<file path="src/rtl/md_sched.sv">
// HI/LO multiply-divide scheduler: launches the external multiplier or divider,
// stalls the pipeline until the result is captured, then presents it for write-back.
// Optional build macro MD_ZERO_SKIP_EN short-circuits multiplies by a zero operand.
`ifndef StallBus
`define StallBus 5:0
`endif
`ifndef Stop
`define Stop 1'b1
`endif
`ifndef NoStop
`define NoStop 1'b0
`endif

module md_sched #(
  parameter int MUL_LAT = 2
) (
  input  logic              clk,
  input  logic              rst,
  input  logic [`StallBus]  stall,
  input  logic              flush,
  input  logic [3:0]        ex_md_op,
  input  logic [31:0]       ex_src_a,
  input  logic [31:0]       ex_src_b,
  output logic              md_stallreq,
  output logic              mul_start,
  output logic              div_start,
  output logic              mul_signed,
  output logic              div_signed,
  output logic [31:0]       md_op_a,
  output logic [31:0]       md_op_b,
  input  logic [63:0]       mul_result,
  input  logic              div_ready,
  input  logic [31:0]       div_quot,
  input  logic [31:0]       div_rem,
  output logic              div_cancel,
  output logic              hi_we,
  output logic              lo_we,
  output logic [31:0]       hi_wdata,
  output logic [31:0]       lo_wdata
);

  typedef enum logic [1:0] {IDLE, MUL_WAIT, DIV_WAIT, DONE} state_t;

  state_t      state, state_nxt;
  logic [3:0]  cnt, cnt_nxt;
  logic [31:0] op_a_q, op_b_q;
  logic [31:0] hi_q, lo_q, hi_nxt, lo_nxt;
  logic        mul_sgn_q, div_sgn_q;
  logic        is_div, is_divu, is_mult, is_multu, is_mul_op, is_div_op, op_valid;
  logic        launch, div_zero, mul_zero, done;
  logic        unused_stall;

  assign unused_stall = ^{stall[5:4], stall[2:0]};

  // Only a clean one-hot encoding counts as an operation.
  assign is_div    = (ex_md_op == 4'b1000);
  assign is_divu   = (ex_md_op == 4'b0100);
  assign is_mult   = (ex_md_op == 4'b0010);
  assign is_multu  = (ex_md_op == 4'b0001);
  assign is_mul_op = is_mult | is_multu;
  assign is_div_op = is_div | is_divu;
  assign op_valid  = is_mul_op | is_div_op;

  assign launch   = !rst && (state == IDLE) && op_valid && !flush;
  assign div_zero = is_div_op && (ex_src_b == 32'd0);
`ifdef MD_ZERO_SKIP_EN
  assign mul_zero = is_mul_op && ((ex_src_a == 32'd0) || (ex_src_b == 32'd0));
`else
  assign mul_zero = 1'b0;
`endif

  assign mul_start = launch && is_mul_op && !mul_zero;
  assign div_start = launch && is_div_op && !div_zero;

  // Units see the live operands during the start pulse, the latched copy afterwards.
  assign md_op_a    = launch ? ex_src_a : op_a_q;
  assign md_op_b    = launch ? ex_src_b : op_b_q;
  assign mul_signed = launch ? is_mult  : mul_sgn_q;
  assign div_signed = launch ? is_div   : div_sgn_q;

  assign md_stallreq = !rst && (((state == IDLE) && op_valid) ||
                                (state == MUL_WAIT) || (state == DIV_WAIT));
  assign div_cancel  = !rst && flush && (state == DIV_WAIT);

  assign done     = !rst && (state == DONE);
  assign hi_we    = done;
  assign lo_we    = done;
  assign hi_wdata = done ? hi_q : 32'd0;
  assign lo_wdata = done ? lo_q : 32'd0;

  always_comb begin
    state_nxt = state;
    cnt_nxt   = cnt;
    hi_nxt    = hi_q;
    lo_nxt    = lo_q;
    if (flush) begin
      state_nxt = IDLE;
      cnt_nxt   = 4'd0;
      hi_nxt    = 32'd0;
      lo_nxt    = 32'd0;
    end else begin
      unique case (state)
        IDLE: begin
          if (mul_start) begin
            state_nxt = MUL_WAIT;
            cnt_nxt   = 4'(MUL_LAT);
          end else if (div_start) begin
            state_nxt = DIV_WAIT;
          end else if (launch && div_zero) begin
            state_nxt = DONE;
            hi_nxt    = ex_src_a;
            lo_nxt    = 32'hFFFF_FFFF;
          end else if (launch) begin
            state_nxt = DONE;
            hi_nxt    = 32'd0;
            lo_nxt    = 32'd0;
          end
        end
        MUL_WAIT: begin
          // The product is valid in the cycle the count steps down to zero.
          cnt_nxt = cnt - 4'd1;
          if (cnt <= 4'd1) begin
            cnt_nxt   = 4'd0;
            hi_nxt    = mul_result[63:32];
            lo_nxt    = mul_result[31:0];
            state_nxt = DONE;
          end
        end
        DIV_WAIT: begin
          if (div_ready) begin
            hi_nxt    = div_rem;
            lo_nxt    = div_quot;
            state_nxt = DONE;
          end
        end
        DONE: begin
          if (stall[3] == `NoStop) state_nxt = IDLE;
        end
        default: state_nxt = IDLE;
      endcase
    end
  end

  always_ff @(posedge clk) begin
    if (rst) begin
      state     <= IDLE;
      cnt       <= 4'd0;
      op_a_q    <= 32'd0;
      op_b_q    <= 32'd0;
      hi_q      <= 32'd0;
      lo_q      <= 32'd0;
      mul_sgn_q <= 1'b0;
      div_sgn_q <= 1'b0;
    end else begin
      state <= state_nxt;
      cnt   <= cnt_nxt;
      hi_q  <= hi_nxt;
      lo_q  <= lo_nxt;
      if (launch) begin
        op_a_q    <= ex_src_a;
        op_b_q    <= ex_src_b;
        mul_sgn_q <= is_mult;
        div_sgn_q <= is_div;
      end
    end
  end

endmodule

</file>
<file path="config.mk">
export PLATFORM = sky130hd
export DESIGN_NAME = md_sched
export DESIGN_NICKNAME = d
export VERILOG_FILES = /design/src/rtl/md_sched.sv
export SDC_FILE = /design/constraint.sdc
export NUM_CORES = 1
export LEC_CHECK = 0
export ABC_AREA = 1
export ABC_CLOCK_PERIOD_IN_PS = 3490
export CAP_MARGIN = 10
export CORE_ASPECT_RATIO = 1.2
export CORE_MARGIN = 3
export CORE_UTILIZATION = 40
export CTS_BUF_LIST = sky130_fd_sc_hd__clkbuf_16
export DETAILED_ROUTE_END_ITERATION = 12
export PLACE_DENSITY_LB_ADDON = 0.08
export SETUP_SLACK_MARGIN = 0.05
export SYNTH_ARGS = -nofsm -noshare
export SYNTH_HDL_FRONTEND = slang
export SYNTH_SLANG_ARGS = --single-unit
</file>
<file path="constraint.sdc">
create_clock -name clk -period 3.49 [get_ports clk]
set_input_delay 1.047 -clock clk [delete_from_list [all_inputs] [get_ports clk]]
set_output_delay 1.047 -clock clk [all_outputs]
set_load 0.01 [all_outputs]
</file>
==> results.txt <==
----------------------------------------------------
[Clock tree]
  Number of CTS-inserted buffers ... 17
  Clock-pin slew on the worst setup and hold paths ... around 0.06 ns
  Largest buffer count on any clock path ... 2
  # H-tree levels ... 4
  Clock Tree Root ... sky130_fd_sc_hd__clkbuf_16
  Clock tree from TritonCTS ... done
  Count of clock tree sinks ... about 140
  Clock latency on the worst-skew pair ... 0.42 ns
  Number of buffers inserted for hold repair after clock tree synthesis ... 0

[STA]
  Worst-case clock skew ... 0.00556 ns
  Setup violation total in the final timing report ... 2
  Final Cycle Share ... 100%
  Peak Freq ... 286 MHz
  Slew Limit Headroom ... 48.4%
  Setup repair after global routing missed its margin ... true
  Number of max-slew violations in the final report ... 0
  Minimum setup slack in the final design ... -0.0104 ns
  Least-Margin Pin Slew ... a little under 0.8 ns
  Final Hold Fails ... 0
  Clock period minus worst slack ... 3.50 ns

[Global route]
  Overall Global Routing Usage ... between 20% and 30%
  Wire length of the first global-routing pass ... between 40,000 and 50,000 um
  Via count of the first global-routing pass ... 8,978
  Number of antenna violations at the first check in global routing ... 1
  Gr ovfl total ... 0
  Pin count of the biggest net entering global routing ... 68

[Logic synthesis]
  Share of flip-flops with an asynchronous set or reset ... 0%
  Post-Synthesis Cells ... 1,223
  Adder and majority gate portion of the synthesized area ... between 1 and 1.5%
  Mux share of post-synthesis cell area ... 0%
  Yosys cell types ... 27
  Xor and xnor fraction of the mapped netlist area ... 0%
  Complex-gate fraction of the synthesized area ... 23.6%
  Synth Area per Inst ... roughly 6.5 um^2
  Post-synthesis sequential area ratio ... approximately a third
  Yosys warning total ... 0
  Primary flip-flop cell chosen by synthesis mapping ... sky130_fd_sc_hd__dfxtp_1
  Flip-flop and latch count after synthesis ... 136
  Largest family of logic cells by synthesized area ... simple AND/OR/NAND/NOR gates
  Synthesized netlist net count ... 1,436
  EDFF count, synth ... 0
  Simple-gate portion of the synthesized area ... between 20% and 30%
  Post-synthesis instance area ... 0.00793 mm^2

[Power and ir drop]
  Int Power ... roughly 3.2 mW
  Total power after layout ... roughly 4.5 mW
  Sequential Power Share ... between 30 and 40%
  Power Density ... approximately 340 mW/mm^2
  Net switching power ... approximately 1.3 mW
  Net Sw Frac ... approximately 29%
  Clock power share ... between 30% and 40%
  LEAKAGE ... 6.29 nW
  IR Drop Worst-Case VDD ... ~0.00031 V
  Power share of the combinational group ... between 20% and 30%

[Min path]
  Worst hold path depth ... 2
  Worst hold path type ... reg2reg

[Placement]
  DP Wirelength ... 20,200 um
  Routability congestion estimate from global placement ... 0.832
  Number of buffers added on ports ... 336

[Worst setup path]
  Crit path launch type ... input port
  Register-to-Register Path Depth ... 12
  Critical path cell sequence ... buf_8 -> nand2_1 -> nand3_4 -> nand2_4 -> nand3_4 -> buf_12 -> clkinv_8 -> buf_12 -> buf_16 -> buf_8 -> a21oi_2 -> buf_2
  Slowest CP cell ... sky130_fd_sc_hd__nand3_4
  CP required ... 2.44 ns
  Arrival time worst endpoint ... 2.45 ns
  Crit path largest cell delay ... approximately 0.15 ns
  Largest fanout on the critical path ... 8
  Crit Path Class ... in2out
  Worst Setup End Kind ... output pin

[Detailed routing]
  Detailed-router iteration count before antenna repair ... 4
  Final antenna-violating net count ... 0
  Number of design rule violations left after detail routing ... 0
  Aggregate routed wire length ... slightly above 30,000 um
  Wire per inst ... 16.0 um
  Ratio of routed vias to standard cells ... a little under 5
  Detailed router's first-iteration violation count ... about 400
  Vias ... between 9,000 and 10,000

[Floorplanning]
  Die span in x ... 134 um
  Starting density of the core ... a little over 40%
  Core Rows ... 55
  Vertical die dimension ... 160 um
  Die ar. ... 0.0215 mm^2
  Area of the core ... approximately 0.019 mm^2
  Ports ... around 340

[Status]
  Outcome ... finished with violations
  Violated checks ... negative setup slack

[Final layout]
  Post-layout util ... 70.2%
  Area growth from synthesis to final layout ... 69.5%
  Multi-input logic area ... about 0.0044 mm^2
  Sequential cell area ... approximately 0.0027 mm^2
  Ant diodes ... 0
  Layout cells sized above 1 ... between 20% and 30%
  Number of nets in the layout ... about 1,900
  Total of fill cells in the finished design ... between 1,500 and 2,000

[Job]
  Max Cap Violations ... 0

----------------------------------------------------
## layout make-up
class / instances / area share [%]
Clock inverter: 15 / 1.16
Inverter: 217 / 6.21
Sequential cell: 136 / 20.3
Timing Repair Buffer: 494 / 34.2
Multi-Input combinational cell: 785 / 32.4
Timing Repair inverter: 2 / 0.242
Clock buffer: 17 / 3.17
Tap cell: 256 / 2.38
## cells in the final DEF, fill, tap and decap left out, drive strengths merged
cell and n:
clkinv 10, clkbuf 18, clkinvlp 4, bufinv 2
o21a 1, o21ai 79, buf 229, nor3 1
or2 66, bufbuf 1, clkdlybuf4s50 195, ha 7
a21oi 101, dlygate4sd2 63, dlymetal6s2s 3, nand2 168
a22o 53, a211oi 66, nand4 2, inv 218
clkdlybuf4s15 2, nand3 20, nor2 221, dfxtp 136
## power groups by stage
| stage | Combinational [mW] | Sequential, mW | Clock (mW) |
|---|---|---|---|
| 6_report | 1.11 | 1.65 | 1.79 |
| 3_3_place_gp | 0.978 | 1.67 | 0 |
| 3_5_place_dp | 0.985 | 1.68 | 0 |
| 4_1_cts | 1.04 | 1.64 | 1.81 |
| 5_1_grt | 1.21 | 1.65 | 1.87 |
| 2_1_floorplan | 0.468 | 1.67 | 0 |
## critical path: cells and delay by family
| family | cells | cell delay, ns |
|---|---|---|
| buffers and inverters | 7 | 0.85 |
| AOI/OAI and AO/OA | 1 | 0.13 |
| and+or+nand+nor | 4 | 0.42 |
## synth_stat cells (6+ instances only)
library cell / n / area share (%)
sky130_fd_sc_hd__nand2_1: 166 / 7.9
sky130_fd_sc_hd__clkbuf_2: 6 / 0.38
sky130_fd_sc_hd__nand3_1: 17 / 1.1
sky130_fd_sc_hd__a21oi_1: 101 / 6.4
sky130_fd_sc_hd__or2_2: 66 / 5.2
sky130_fd_sc_hd__a211oi_1: 66 / 6.3
sky130_fd_sc_hd__o21ai_1: 10 / 0.63
sky130_fd_sc_hd__nor2_1: 217 / 10
sky130_fd_sc_hd__o21ai_0: 69 / 4.4
sky130_fd_sc_hd__clkbuf_1: 32 / 1.5
sky130_fd_sc_hd__buf_1: 12 / 0.57
sky130_fd_sc_hd__inv_1: 215 / 10
sky130_fd_sc_hd__dfxtp_1: 136 / 34
sky130_fd_sc_hd__buf_4: 7 / 0.66
sky130_fd_sc_hd__buf_2: 27 / 1.7
sky130_fd_sc_hd__a22o_1: 53 / 5.9
sky130_fd_sc_hd__ha_1: 7 / 1.1
## cell families after synthesis
kind of cell / Yosys count
AO/OA/AOI/OAI: 300
buffers and inverters: 302
AND/OR/NAND/NOR: 478
adder cells (fa/ha/maj): 7
flip-flops: 136
## flip-flops by register name, indices dropped and copies added, names as in the netlist
name and flops:
lo_q 32, mul_sgn_q 1, op_a_q 32, hi_q 32, state 2, cnt 4, op_b_q 32, div_sgn_q 1
## layer usage
| metal | wire, um | GRT usage, % | vias up | part of all wire (%) |
|---|---|---|---|---|
| met5 | 18 | 0 | - | 0.058 |
| met4 | 973 | 10.5 | 2 | 3.2 |
| met3 | 2060 | 7.28 | 56 | 6.7 |
| met2 | 15300 | 46.3 | 293 | 50 |
| met1 | 12500 | 31.9 | 4281 | 40 |
| li1 | - | - | 4725 | - |
## final timing paths
path	from	endpoint	slack, ns
hold / removal	hi_q[11]	hi_q[11]	0.46
setup / recovery	ex_md_op[3]	md_op_b[13]	-0.01
setup reg to reg	state[1]	hi_q[16]	0.89
hold reg to reg	hi_q[11]	hi_q[11]	0.46
## through the flow
stage | std cells | instance area, um^2 | TNS [ns] | hold WS (ns) | setup slack, ns
finish | 1922 | 13400 | -0.0207 | 0.464 | -0.0104
global route | 1922 | 13400 | -0.740 | 0.496 | -0.0700
CTS | 1900 | 13100 | -0.102 | 0.466 | -0.0177
detailed placement | 1819 | 12000 | -61.26 | 0.457 | -0.891
global placement | 1819 | 12000 | -56.26 | 0.454 | -0.864
floorplan | 1223 | 7930 | 0 | 0.445 | 0.218
## timing repair
action                                  in CTS  in global routing
resized for setup                          472                103
pin swaps                                   21                 21
endpoints found under the setup margin     134                 71
buffers inserted                            35                 27
cloned                                      14                  1
Power figures use the tool's default switching activity.
